<file path="src/rtl/lif_pkg.sv">
// rtl/lif_pkg.sv - shared constants and helpers for the LIF neuron
// Purpose: default neuron parameters, datapath widths and the 8-bit
//          saturating helper used by the membrane update.
// Ports:   none (package).
package lif_pkg;

  localparam int STATE_W        = 8;
  localparam int COUNT_W        = 7;

  localparam int THRESHOLD_DEF  = 200;
  localparam int LEAK_SHIFT_DEF = 1;
  localparam int REFRACTORY_DEF = 2;

  // Clamp a one-bit-wider sum to the membrane range instead of wrapping.
  function automatic logic [STATE_W-1:0] sat8(input logic [STATE_W:0] sum);
    return sum[STATE_W] ? {STATE_W{1'b1}} : sum[STATE_W-1:0];
  endfunction

endpackage

</file>
<file path="src/rtl/lif_core.sv">
// rtl/lif_core.sv - membrane integrator with leak, saturation, threshold and refractory
// Purpose: holds the membrane potential, applies leak and input current,
//          fires on threshold and holds the membrane at 0 while refractory.
// Ports:
//   clk      in   rising-edge clock
//   rst_n    in   asynchronous reset, active-high
//   en       in   update enable; 0 holds every register
//   current  in   8-bit unsigned input current
//   state    out  membrane potential register
//   spike    out  registered one-cycle spike pulse
//   fire     out  high when the coming enabled edge will emit a spike
module lif_core
  import lif_pkg::*;
#(
  parameter int THRESHOLD  = THRESHOLD_DEF,
  parameter int LEAK_SHIFT = LEAK_SHIFT_DEF,
  parameter int REFRACTORY = REFRACTORY_DEF
) (
  input  logic               clk,
  input  logic               rst_n,
  input  logic               en,
  input  logic [STATE_W-1:0] current,
  output logic [STATE_W-1:0] state,
  output logic               spike,
  output logic               fire
);

  localparam int REFRAC_W = (REFRACTORY < 2) ? 1 : $clog2(REFRACTORY + 1);
  localparam logic [STATE_W-1:0]  THRESH      = STATE_W'(THRESHOLD);
  localparam logic [REFRAC_W-1:0] REFRAC_LOAD = REFRAC_W'(REFRACTORY);

  logic [REFRAC_W-1:0] refrac_cnt;
  logic                refractory;
  logic                at_threshold;
  logic [STATE_W-1:0]  integrated;

  assign refractory   = (refrac_cnt != '0);
  assign at_threshold = (state >= THRESH);

  // The spike counter in the top must advance on the same edge that sets
  // spike, so the firing decision is exported rather than the pulse.
  assign fire = en && !refractory && at_threshold;

  // Leak first, then add current; the sum is one bit wider so it can clamp.
  assign integrated = sat8({1'b0, current} + {1'b0, state >> LEAK_SHIFT});

  always_ff @(posedge clk or posedge rst_n) begin
    if (rst_n) begin
      state      <= '0;
      spike      <= 1'b0;
      refrac_cnt <= '0;
    end else if (en) begin
      if (refractory) begin
        state      <= '0;
        refrac_cnt <= refrac_cnt - REFRAC_W'(1);
        spike      <= 1'b0;
      end else if (at_threshold) begin
        state      <= '0;
        spike      <= 1'b1;
        refrac_cnt <= REFRAC_LOAD;
      end else begin
        state      <= integrated;
        spike      <= 1'b0;
      end
    end
  end

endmodule

</file>
<file path="src/rtl/lif_neuron.sv">
// rtl/lif_neuron.sv - LIF neuron user macro with tile pin mapping
// Purpose: wraps lif_core, keeps the 7-bit wrapping spike counter and maps
//          the neuron onto the standard user-project pins.
// Ports:
//   clk      in   rising-edge clock
//   rst_n    in   asynchronous reset, active-high
//   ena      in   design enable; 0 freezes all state
//   ui_in    in   input current, unsigned
//   uo_out   out  membrane potential
//   uio_in   in   unused
//   uio_out  out  {spike, spike_count[6:0]}
//   uio_oe   out  constant all-outputs
module lif_neuron
  import lif_pkg::*;
#(
  parameter int THRESHOLD  = THRESHOLD_DEF,
  parameter int LEAK_SHIFT = LEAK_SHIFT_DEF,
  parameter int REFRACTORY = REFRACTORY_DEF
) (
  input  logic       clk,
  input  logic       rst_n,
  input  logic       ena,
  input  logic [7:0] ui_in,
  output logic [7:0] uo_out,
  input  logic [7:0] uio_in,
  output logic [7:0] uio_out,
  output logic [7:0] uio_oe
);

  logic [STATE_W-1:0] state;
  logic               spike;
  logic               fire;
  logic [COUNT_W-1:0] count;
  logic               unused_uio_in;

  lif_core #(
    .THRESHOLD (THRESHOLD),
    .LEAK_SHIFT(LEAK_SHIFT),
    .REFRACTORY(REFRACTORY)
  ) u_core (
    .clk    (clk),
    .rst_n  (rst_n),
    .en     (ena),
    .current(ui_in),
    .state  (state),
    .spike  (spike),
    .fire   (fire)
  );

  // Wraps 127 -> 0 naturally through the 7-bit width.
  always_ff @(posedge clk or posedge rst_n) begin
    if (rst_n) begin
      count <= '0;
    end else if (fire) begin
      count <= count + COUNT_W'(1);
    end
  end

  assign unused_uio_in = &uio_in;

  assign uo_out  = state;
  assign uio_out = {spike, count};
  assign uio_oe  = 8'hFF;

endmodule

</file>
<file path="config.mk">
export PLATFORM = sky130hd
export DESIGN_NAME = lif_neuron
export DESIGN_NICKNAME = d
export VERILOG_FILES = /design/src/rtl/lif_pkg.sv /design/src/rtl/lif_core.sv /design/src/rtl/lif_neuron.sv
export SDC_FILE = /design/constraint.sdc
export NUM_CORES = 1
export LEC_CHECK = 0
export BUFFER_PORTS_ARGS = -buffer_cell sky130_fd_sc_hd__buf_2
export CAP_MARGIN = 20
export CORE_ASPECT_RATIO = 0.7
export CORE_UTILIZATION = 48
export DETAILED_ROUTE_END_ITERATION = 7
export GPL_TIMING_DRIVEN = 0
export PLACE_DENSITY = 0.82
export SLEW_MARGIN = 25
export SYNTH_ARGS = -nofsm -noshare
export SYNTH_HDL_FRONTEND = slang
export SYNTH_SLANG_ARGS = --single-unit
</file>
<file path="constraint.sdc">
create_clock -name clk -period 2.7 [get_ports clk]
set_clock_uncertainty 0.2 [all_clocks]
set_input_delay 0.135 -clock clk [delete_from_list [all_inputs] [get_ports clk]]
set_output_delay 0.135 -clock clk [all_outputs]
set_load 0.03 [all_outputs]
</file>
Yosys cells after proc, flatten, opt, wreduce, memory -nomap -nowiden
Cells that the tools add are included.

$mul: 0. Shifts and indexed selects: 0. Mux-type cells: 7. Order comparisons: 1. Divide/modulo/power cells: 0. Bitwise operators: 0. Add/subtract/negate cells: 3. Reductions and logical operators: 6. Equality and inequality tests: 0.

Operators by type and width (count): $mux W8 (3); $add A8 B7 Y9 (1); $ge A8 B8 Y1 const B (1); $add A7 B1 Y7 const B (1); $mux W2 (2); $reduce_bool A2 Y1 (2); $logic_and A1 B1 Y1 (2); $mux W1 (2); $reduce_and A2 Y1 (1); $sub A2 B1 Y2 const B (1); $logic_not A1 Y1 (1).

Bits in writable memories: 0. Memories: 0. Output and inout port bits: 24. Bits in latches: 0. ROM bits: 0. Register bits: 18. Word-level logic and storage cells: 21.

Longest topological paths before layout
Gate-level depths: netlist of run 1.

Depth in word-level cells: 4. Gate-level depth with buffers: 7.

By module
Synthesis of run 1 repeated with hierarchy kept, for this count alone.

Cell total of the unflattened synthesis: 119. Area total of the unflattened synthesis: 1153.6 um2.

By module, submodules not included: lif_core (cells each 86, area an instance 795.8 um2, sequential area each 275.3 um2, times used 1); lif_neuron (cells each 33, area an instance 357.8 um2, sequential area each 175.2 um2, times used 1).

Least setup slack after synthesis of run 1
Ideal clock, no wire load.

Path type: register to register. Start point: register u_core.state[1]. End point: register u_core.state[6]. Path slack: 0.231 ns. Data required time: 2.367 ns. Arrival time: 2.136 ns. Buffers on the path: 0. Cell stages (with the launch flop): 8. Cell sequence: dfrtp_1 ha_1 fa_1 a211o_1 a21o_1 a211o_1 a21oi_1 o32ai_1.

Word-level cells in the longest chain between the ends: 4. Elaborated cells on any way between the ends: 5. Those cells by class: 1 x add/sub; 1 x order compare; 3 x mux.

RTL lines: start: declaration (line lif_core.sv:23) `output logic [STATE_W-1:0] state,`; start signal: assignment (line lif_core.sv:62) `state <= integrated;`; $add A8 B7 Y9 (line lif_core.sv:45) `assign integrated = sat8({1'b0, current} + {1'b0, state >> LEAK_SHIFT});`; $mux W8 (line lif_pkg.sv:16) `return sum[STATE_W] ? {STATE_W{1'b1}} : sum[STATE_W-1:0];`; $mux W8 (*) (line lif_core.sv:57) `end else if (at_threshold) begin`; $mux W8 (*) (line lif_core.sv:53) `if (refractory) begin`.

Every way passes the cells marked *; elsewhere a longest branch is shown, timed or not. A chain may end at the register's enable or synchronous reset.

Final worst setup path of run 1
Ends and elaborated chain as after synthesis.

==> flow_summary.toml, run 1 <==
[outcome]
status = "complete, no violations"

[die]
io_pins = 43
die_area_um2 = 2580
initial_core_util_pct = 52.1
rows = 14
die_x_um = 60.2
core_um2 = 2190
die_h_um = 42.8

[placed_design]
io_buffers = 26
pre_cts_ws_ns = 0.216
dpl_cell_area_um2 = 1340
place_hpwl_um = 1710
place.gp.congestion = 0.816

[routing]
route.met2.wl_um = 959
wl_per_cell_um = 11.8
vias = 916
drcViolationCount = 0
wl_met1_um = 1090
top_layer = "met4"
wl_met3_um = 112
post_drt_via_cell_ratio = 4.98
wirelength_um = 2170
postRouteAntennaNets = 0
firstDrtPassIters = 4
drt-initial-drc-count = 42

[sta]
maxSlewHeadroom_pct = 54.6
finalCriticalPeriod_ns = 2.48
setup_slack_ns = 0.220
fmax_mhz = 403
final_max_slew_viol_count = 0
fin_crit_sh_pct = 91.9
rsz0062_at_grt = "no"
finalHoldViolations = 0
max_slew.worst_pin.slew_ns = 0.680
finalSetupViolCount = 0
tns_ns = 0
whs_ns = 0.0209

[final_layout]
fin_area_um2 = 1400
fill_cells = 197
seqCellArea_um2 = 450
mostFrequentLayoutCells = "buf_2 (26), dfrtp_1 (18), nor2_1 (11)"
diodes = 0
multi_input_area_um2 = 629
area_growth_syn_to_layout_pct = 23.1
drive_above_1_share_pct = 27.6
fin_nets = 183
layout_commonest_cell = "buf_2"

[clock_tree]
htreeDepth = 1
postCtsSetupBuffers = 0
cts_tree = "yes"
cts_buffers = 3
clockBufferDepth = 2
clk_pin_slew_ns = 0.10
clkSinkCount = 18
insertion_delay_ns = 0.29
ctsRootBufferMaster = "clkbuf_4"
cts.repair.resized = 0

[synth]
synth_area_um2 = 1140
netlist.area_leader.share_pct = 39.5
synth_seq_cells = 18
synth_warnings = 0
ys_async_sr_fraction_pct = 100
synth.area.top_cells = "dfrtp_1 (40%), ha_1 (11%), buf_4 (5.9%)"
synth_edf_count = 0
ys.flop_type = "dfrtp_1"
synthCells = 112
synth_cell_types = 29
yosysTopAreaCell = "dfrtp_1"
avgSynthCellArea_um2 = 10.2
ys_seq_area_share_pct = 39.5

[min_path]
holdCritPathClass = "in2reg"

[worst_setup_path]
r2r-start = "u_core.state[1]"
r2r_setup_slack_ns = 0.22
worstPathRequired_ns = 2.67
worst_setup_path_end_kind = "register"
reg2reg_to = "u_core.state[6]"
critPathLaunch = "u_core.state[1]"
path_max_fanout = 4
critPathKind = "reg2reg"
rr_worst_depth = 6
crit_end = "u_core.state[6]"
worstPathArrival_ns = 2.45
start_kind = "register"

[global_routing]
grt_max_degree = 19
grt_pass1_wl_um = 3670
grt_remaining_overflow = 0
antenna_found_initial = 0
track_usage_pct = 19.5
grt_pass1_vias = 852

[flow_run]
drv_cap = 0

[pwr]
power_density_nw_per_um2 = 913
vdd_drop_max_uv = 545
finalPower_w = 0.00128
cellLeakagePower_nw = 0.787
[state kept, by name, summed over array words and instances, names as in the netlist]
name               count
u_core.spike           1
u_core.state           8
u_core.refrac_cnt      2
count                  7
[stage by stage]
step	std cells	utilization, %
floorplan	119	-
global placement	177	61.0
detailed placement	177	61.0
CTS	184	64.1
global route	184	64.1
finish	184	64.1
[cells in the mapped netlist, types with 3 or more instances]
library cell	instances
a211o_1	3
xnor2_1	7
nand2_1	9
ha_1	10
dfrtp_1	18
a21oi_1	4
a21o_1	4
xor2_1	3
buf_4	9
o2bb2ai_1	6
nor2_1	11
inv_1	5
[worst min path at each step]
| stage | startpoint | endpoint | slack (ns) | cells past startpoint |
|---|---|---|---|---|
| 3_3_place_gp | rst_n | count[6] | 0.05 | 2 |
| 2_1_floorplan | rst_n | count[0] | -0.13 | 1 |
| 3_5_place_dp | rst_n | u_core.state[1] | 0.07 | 2 |
| 4_1_cts | ui_in[0] | u_core.state[0] | 0.01 | 4 |
| 5_1_grt | ui_in[0] | u_core.state[0] | 0.01 | 4 |
| 6_report | ui_in[0] | u_core.state[0] | 0.02 | 4 |
[power by group]
part           leakage [nW]  internal [W]  switching (W)
sequential            0.242      0.000342      0.0000732
clock                0.0210     0.0000821      0.0000809
combinational         0.524      0.000284       0.000419
total                 0.787      0.000708       0.000573
[area by class of cell]
type,instances,area share (%)
plain buffers,9,4.82
clock buffers,4,2.59
inverters,5,1.34
multi-input cells,87,44.9
flip-flops and latches,18,32.1
well taps,32,2.85
repair buffers,29,11.4
[kinds of logic (layout without fill, tap and decap cells)]
| logic type | count (synthesis) | count (layout) | share of synthesized area [%] |
|---|---|---|---|
| AOI/OAI and AO/OA | 28 | 28 | 19.2 |
| xor gates and xnor gates | 10 | 10 | 7.68 |
| adders and majority gates | 11 | 11 | 12.7 |
| buffers and inverters | 14 | 47 | 7.57 |
| DFF | 18 | 18 | 39.5 |
| muxes | 3 | 3 | 2.85 |
| other | 1 | 8 | 0.329 |
| and+or+nand+nor | 27 | 27 | 10.1 |
[layer usage]
layer	vias up	global-route usage [%]
met3	2	6.40
met5	-	0
met1	422	26.9
met2	24	29.0
met4	0	5.58
li1	468	-
[what timing repair did]
item                                   4_1_cts  5_1_grt
setup endpoints to repair                    0        0
hold buffers                                 3        0
endpoints found under the hold margin       21        0
[critical path: stages, from the launching register on]
cell and delay [ns]:
dfrtp_1 0.41, ha_1 0.21, fa_1 0.41, a211o_1 0.37, a21o_1 0.19, a2111oi_0 0.44, o32ai_1 0.12
No activity file was read; power rests on OpenSTA's default activity.
==> run 2: changes to the inputs <==
SYNTH_HIERARCHICAL = 1   (was default)
==> flow_summary.toml, run 2 <==
[outcome]
status = "complete, no violations"

[pwr]
cellLeakagePower_nw = 0.742
vdd_drop_max_uv = 628
switching_power_w = 0.000664
internal-power_w = 0.000712
pwr-share-comb_pct = 54.9
sw_frac_of_total_pct = 48.2
power_density_nw_per_um2 = 986
power_frac_clock_pct = 12.2
p_seq_share_pct = 32.9

[clock_tree]
cts_buffers = 3
clk_pin_slew_ns = 0.11
cts_tree = "yes"
clkSinkCount = 18
postCtsSetupBuffers = 0
insertion_delay_ns = 0.29
cts.repair.resized = 0
clockBufferDepth = 2
ctsRootBufferMaster = "clkbuf_4"
htreeDepth = 1
hold_buffers = 1

[sta]
rsz0062_at_grt = "no"
whs_ns = 0.00661
fmax_mhz = 420
fin_crit_sh_pct = 88.2
tns_ns = 0
finalCriticalPeriod_ns = 2.38
finalSetupViolCount = 0
finalHoldViolations = 0
final_max_slew_viol_count = 0

[worst_setup_path]
worstPathRequired_ns = 2.67
cp_common_cell = "nor2_1"
critPathKind = "reg2reg"
rr_worst_depth = 7
worstPathArrival_ns = 2.35
critPathTopFamily = "compound AO/OA/AOI/OAI gates"
start_kind = "register"
path_max_fanout = 5
timing.critical_path.buf_inv = 0
cp_cell_sequence = "ha_1, fa_1, a211oi_1, o211a_1, nor2_1, nor2_1, o22ai_1"
r2r-start = "u_core/state[1]"
critPathMaxStageDelay_ns = 0.44
slowest_stage = "a211oi_1"
worst_setup_path_end_kind = "register"
r2r_setup_slack_ns = 0.32
reg2reg_to = "u_core/state[4]"

[final_layout]
diodes = 0
top_register = "u_core/state"
fin_nets = 188
instances_no_fill = 189
area_growth_syn_to_layout_pct = 21.0
layout_commonest_cell = "buf_2"
drive_above_1_share_pct = 27.4
fin_area_um2 = 1400
largest_reg_flops = 8
mostFrequentLayoutCells = "buf_2 (26), dfrtp_1 (18), inv_1 (14), nor2_1 (14), ha_1 (10)"
largestRegisters = "u_core/state (8), count (7), u_core/refrac_cnt (2)"

[die]
rows = 14
die_x_um = 60.6
core_um2 = 2210
io_pins = 43
initial_core_util_pct = 52.3
die_h_um = 43.0
die_area_um2 = 2610

[global_routing]
grt_max_degree = 12
antenna_found_initial = 0
grt_pass1_vias = 887
grt_pass1_wl_um = 4010
track_usage_pct = 21.4
grt_remaining_overflow = 0

[synth]
synth_cell_types = 30
synth_top_family_by_area = "compound AO/OA/AOI/OAI gates"
ys_async_sr_fraction_pct = 100
ys_seq_area_share_pct = 39.0
synth_seq_cells = 18
synth-xor-area-share_pct = 8.35
synth-simple-area-share_pct = 11.4
synth_adder_area_share_pct = 12.6
netlist.area_leader.share_pct = 39.0
synth_edf_count = 0
avgSynthCellArea_um2 = 9.69
synthMuxAreaShare_pct = 1.84
yosysTopAreaCell = "dfrtp_1"
synth_compound_area_share_pct = 15.7
synth.top_cells.by_count = "dfrtp_1 (18), inv_1 (14), nor2_1 (14), ha_1 (10), buf_4 (9)"
synth_warnings = 6
synth_area_um2 = 1150
synth.most_common_cell = "dfrtp_1"
synth.area.top_cells = "dfrtp_1 (39%), ha_1 (11%), buf_4 (5.9%)"
ys.flop_type = "dfrtp_1"
synthCells = 119

[routing]
postRouteAntennaNets = 0
vias = 926
post_drt_via_cell_ratio = 4.90
drt-initial-drc-count = 47
wirelength_um = 2480
wl_per_cell_um = 13.1
drcViolationCount = 0
firstDrtPassIters = 4

[placed_design]
dpl_cell_area_um2 = 1350
place_hpwl_um = 1860
place.gp.congestion = 0.861
place_inst = 184
io_buffers = 26

[min_path]
worst_hold_path.endpoint = "u_core/state[1]"
holdCritPathClass = "in2reg"
min_from = "ena"
min_path_cells = 3

[flow_run]
drv_cap = 0
-- run 2: worst max-delay path by stage --
| stage | from | end | slack (ns) | cells past startpoint |
|---|---|---|---|---|
| floorplan | u_core/state[1] | u_core/state[2] | 0.47 | 7 |
| global placement | u_core/state[1] | u_core/state[4] | 0.42 | 7 |
| detailed placement | u_core/state[1] | u_core/state[2] | 0.36 | 7 |
| CTS | u_core/state[1] | u_core/state[4] | 0.32 | 7 |
| global route | u_core/state[1] | u_core/state[2] | 0.17 | 7 |
| finish | u_core/state[1] | u_core/state[4] | 0.32 | 7 |
-- run 2: stage by stage --
step                      total power (W)  setup WS [ns]  utilization, %
after CTS                         0.00138          0.315            63.3
after floorplan                   0.00101          0.468               -
after global placement            0.00115          0.423            61.2
after detailed placement          0.00119          0.355            61.2
final                             0.00138          0.317            63.3
after global routing              0.00148          0.174            63.3
-- run 2: cells by family after synthesis --
family	Yosys count
adders and majority gates	11
and+or+nand+nor	27
other	1
buffers and inverters	24
AOI/OAI and AO/OA	25
xor gates and xnor gates	11
muxes	2
DFF	18
-- run 2: final cells by class --
cell class,instances,area [µm²]
flip-flops and latches,18,450
multi-input cells,84,606
repair buffers,27,140
fillers,184,811
clock buffers,4,36.3
plain buffers,10,71.3
well taps,32,40.0
inverters,14,52.6
-- run 2: per-layer routing --
| layer | part of all wire (%) | global-route usage (%) | up-vias |
|---|---|---|---|
| li1 | - | - | 461 |
| met1 | 42 | 27.5 | 415 |
| met2 | 50 | 36.3 | 44 |
| met3 | 6.0 | 4.57 | 6 |
| met4 | 1.8 | 5.45 | 0 |
| met5 | 0 | 0 | - |
-- run 2: worst reg2reg max path, stage by stage (launching register included) --
cell and delay [ns]:
dfrtp_1 0.41, ha_1 0.22, fa_1 0.41, a211oi_1 0.44, o211a_1 0.25, nor2_1 0.11, nor2_1 0.14, o22ai_1 0.08
-- run 2: power groups by stage --
stage | Clock [W] | Combinational, W | Sequential, W
2_1_floorplan | 0 | 0.000441 | 0.000565
3_3_place_gp | 0 | 0.000704 | 0.000443
3_5_place_dp | 0 | 0.000736 | 0.000456
4_1_cts | 0.000172 | 0.000751 | 0.000452
5_1_grt | 0.000184 | 0.000836 | 0.000463
6_report | 0.000168 | 0.000756 | 0.000452
==> run 3: changes to the inputs <==
CELL_PAD_IN_SITES_DETAIL_PLACEMENT = 1   (was default)
CELL_PAD_IN_SITES_GLOBAL_PLACEMENT = 1   (was default)
CORE_UTILIZATION = 36   (was 48)
PLACE_DENSITY = 0.83   (was 0.82)
==> flow_summary.toml, run 3 (synthesis results as in run 2) <==
[die]
io_pins = 43
core_um2 = 2920
die_area_um2 = 3440
die_x_um = 69.7
die_h_um = 49.4
rows = 16
initial_core_util_pct = 39.5

[sta]
fin_crit_sh_pct = 89.9
finalSetupViolCount = 0
fmax_mhz = 412
finalHoldViolations = 0
max_slew.worst_pin.slew_ns = 0.497
final_max_slew_viol_count = 0
tns_ns = 0
finalCriticalPeriod_ns = 2.43
rsz0062_at_grt = "no"
maxSlewHeadroom_pct = 66.6

[routing]
drcViolationCount = 0
post_drt_via_cell_ratio = 4.76
wl_per_cell_um = 13.6
vias = 919
wirelength_um = 2630
postRouteAntennaNets = 0
firstDrtPassIters = 4
drt-initial-drc-count = 35

[clock_tree]
ctsRootBufferMaster = "clkbuf_8"
hold_buffers = 1
clockBufferDepth = 2
insertion_delay_ns = 0.26
postCtsSetupBuffers = 0
clkSinkCount = 18
cts_tree = "yes"
clk_pin_slew_ns = 0.07
cts.repair.resized = 0
htreeDepth = 1
cts_buffers = 3

[placed_design]
dpl_cell_area_um2 = 1360
place_hpwl_um = 2040
io_buffers = 26
place.gp.congestion = 0.886
place_inst = 188

[worst_setup_path]
critPathMaxStageDelay_ns = 0.48
worstPathRequired_ns = 2.63
cp_cell_sequence = "ha_1, fa_1, a211oi_1, o211a_1, nor2_1, nor2_1, o22ai_1"
path_max_fanout = 5
worstPathArrival_ns = 2.36
worst_setup_path_end_kind = "register"
critPathKind = "reg2reg"
start_kind = "register"
cp_common_cell = "nor2_1"
slowest_stage = "a211oi_1"
r2r_setup_slack_ns = 0.27

[outcome]
status = "complete, no violations"

[global_routing]
antenna_found_initial = 0
grt_max_degree = 12
grt_pass1_wl_um = 4570
grt_pass1_vias = 959
track_usage_pct = 17.5
grt_remaining_overflow = 0

[pwr]
cellLeakagePower_nw = 0.750
vdd_drop_max_uv = 373
power_density_nw_per_um2 = 1010
finalPower_w = 0.00143

[flow_run]
drv_cap = 0

[final_layout]
layout_commonest_cell = "buf_2"
drive_above_1_share_pct = 27.4
mostFrequentLayoutCells = "buf_2 (26), dfrtp_1 (18), inv_1 (14), nor2_1 (14), ha_1 (10)"
largestRegisters = "u_core/state (8), count (7), u_core/refrac_cnt (2)"
fin_area_um2 = 1420
final_util_pct = 48.6
largest_reg_flops = 8
area_growth_syn_to_layout_pct = 23.1
instances_no_fill = 193
top_register = "u_core/state"
diodes = 0
fin_nets = 188

[min_path]
holdCritPathClass = "in2reg"
==> run 3: cell count changes in the layout (fill, tap and decap cells not counted) <==
cell      delta
clkbuf_4     -3
clkbuf_8     +3
==> run 3: metrics by stage <==
stage / setup WS (ns) / hold slack [ns]
final: 0.274 / 0.0422
after global routing: 0.104 / 0.0523
after CTS: 0.295 / 0.0353
after detailed placement: 0.315 / -0.111
after global placement: 0.385 / -0.121
after floorplan: 0.468 / -0.262
==> run 3: cell type report <==
class	count	area [µm²]
Timing Repair Buffer	27	140
Inverter	14	52.6
Buffer	10	71.3
Tap cell	36	45.0
Fill cell	354	1500
Clock buffer	4	55.1
Multi-Input combinational cell	84	606
Sequential cell	18	450
==> run 3: worst max-delay path: cells and delay by family, from the launching register on <==
family	cells	cell delay, ns
flip-flops	1	0.40
AO/OA/AOI/OAI	3	0.83
AND/OR/NAND/NOR	2	0.24
adder cells (fa/ha/maj)	2	0.62
==> run 3: worst paths after layout <==
path                       depth (start not counted)              end       startpoint
max in group asynchronous                          3  u_core/state[7]            rst_n
hold reg to reg                                    1         count[6]         count[6]
setup reg to reg                                   7  u_core/state[3]  u_core/state[1]
min in group asynchronous                          3         count[6]            rst_n
setup / recovery                                   7  u_core/state[3]  u_core/state[1]
hold / removal                                     3  u_core/state[0]              ena
==> run 3: layer usage <==
layer | track usage, % | wire length [µm]
met5 | 0 | 0
met4 | 8.67 | 56
met3 | 4.13 | 103
met2 | 29.0 | 1270
met1 | 21.5 | 1200
==> run 3: power breakdown <==
group	switching, W	internal [W]	leakage [nW]
clock	0.0000933	0.000130	0.0288
combinational	0.000476	0.000284	0.478
sequential	0.0000989	0.000349	0.243
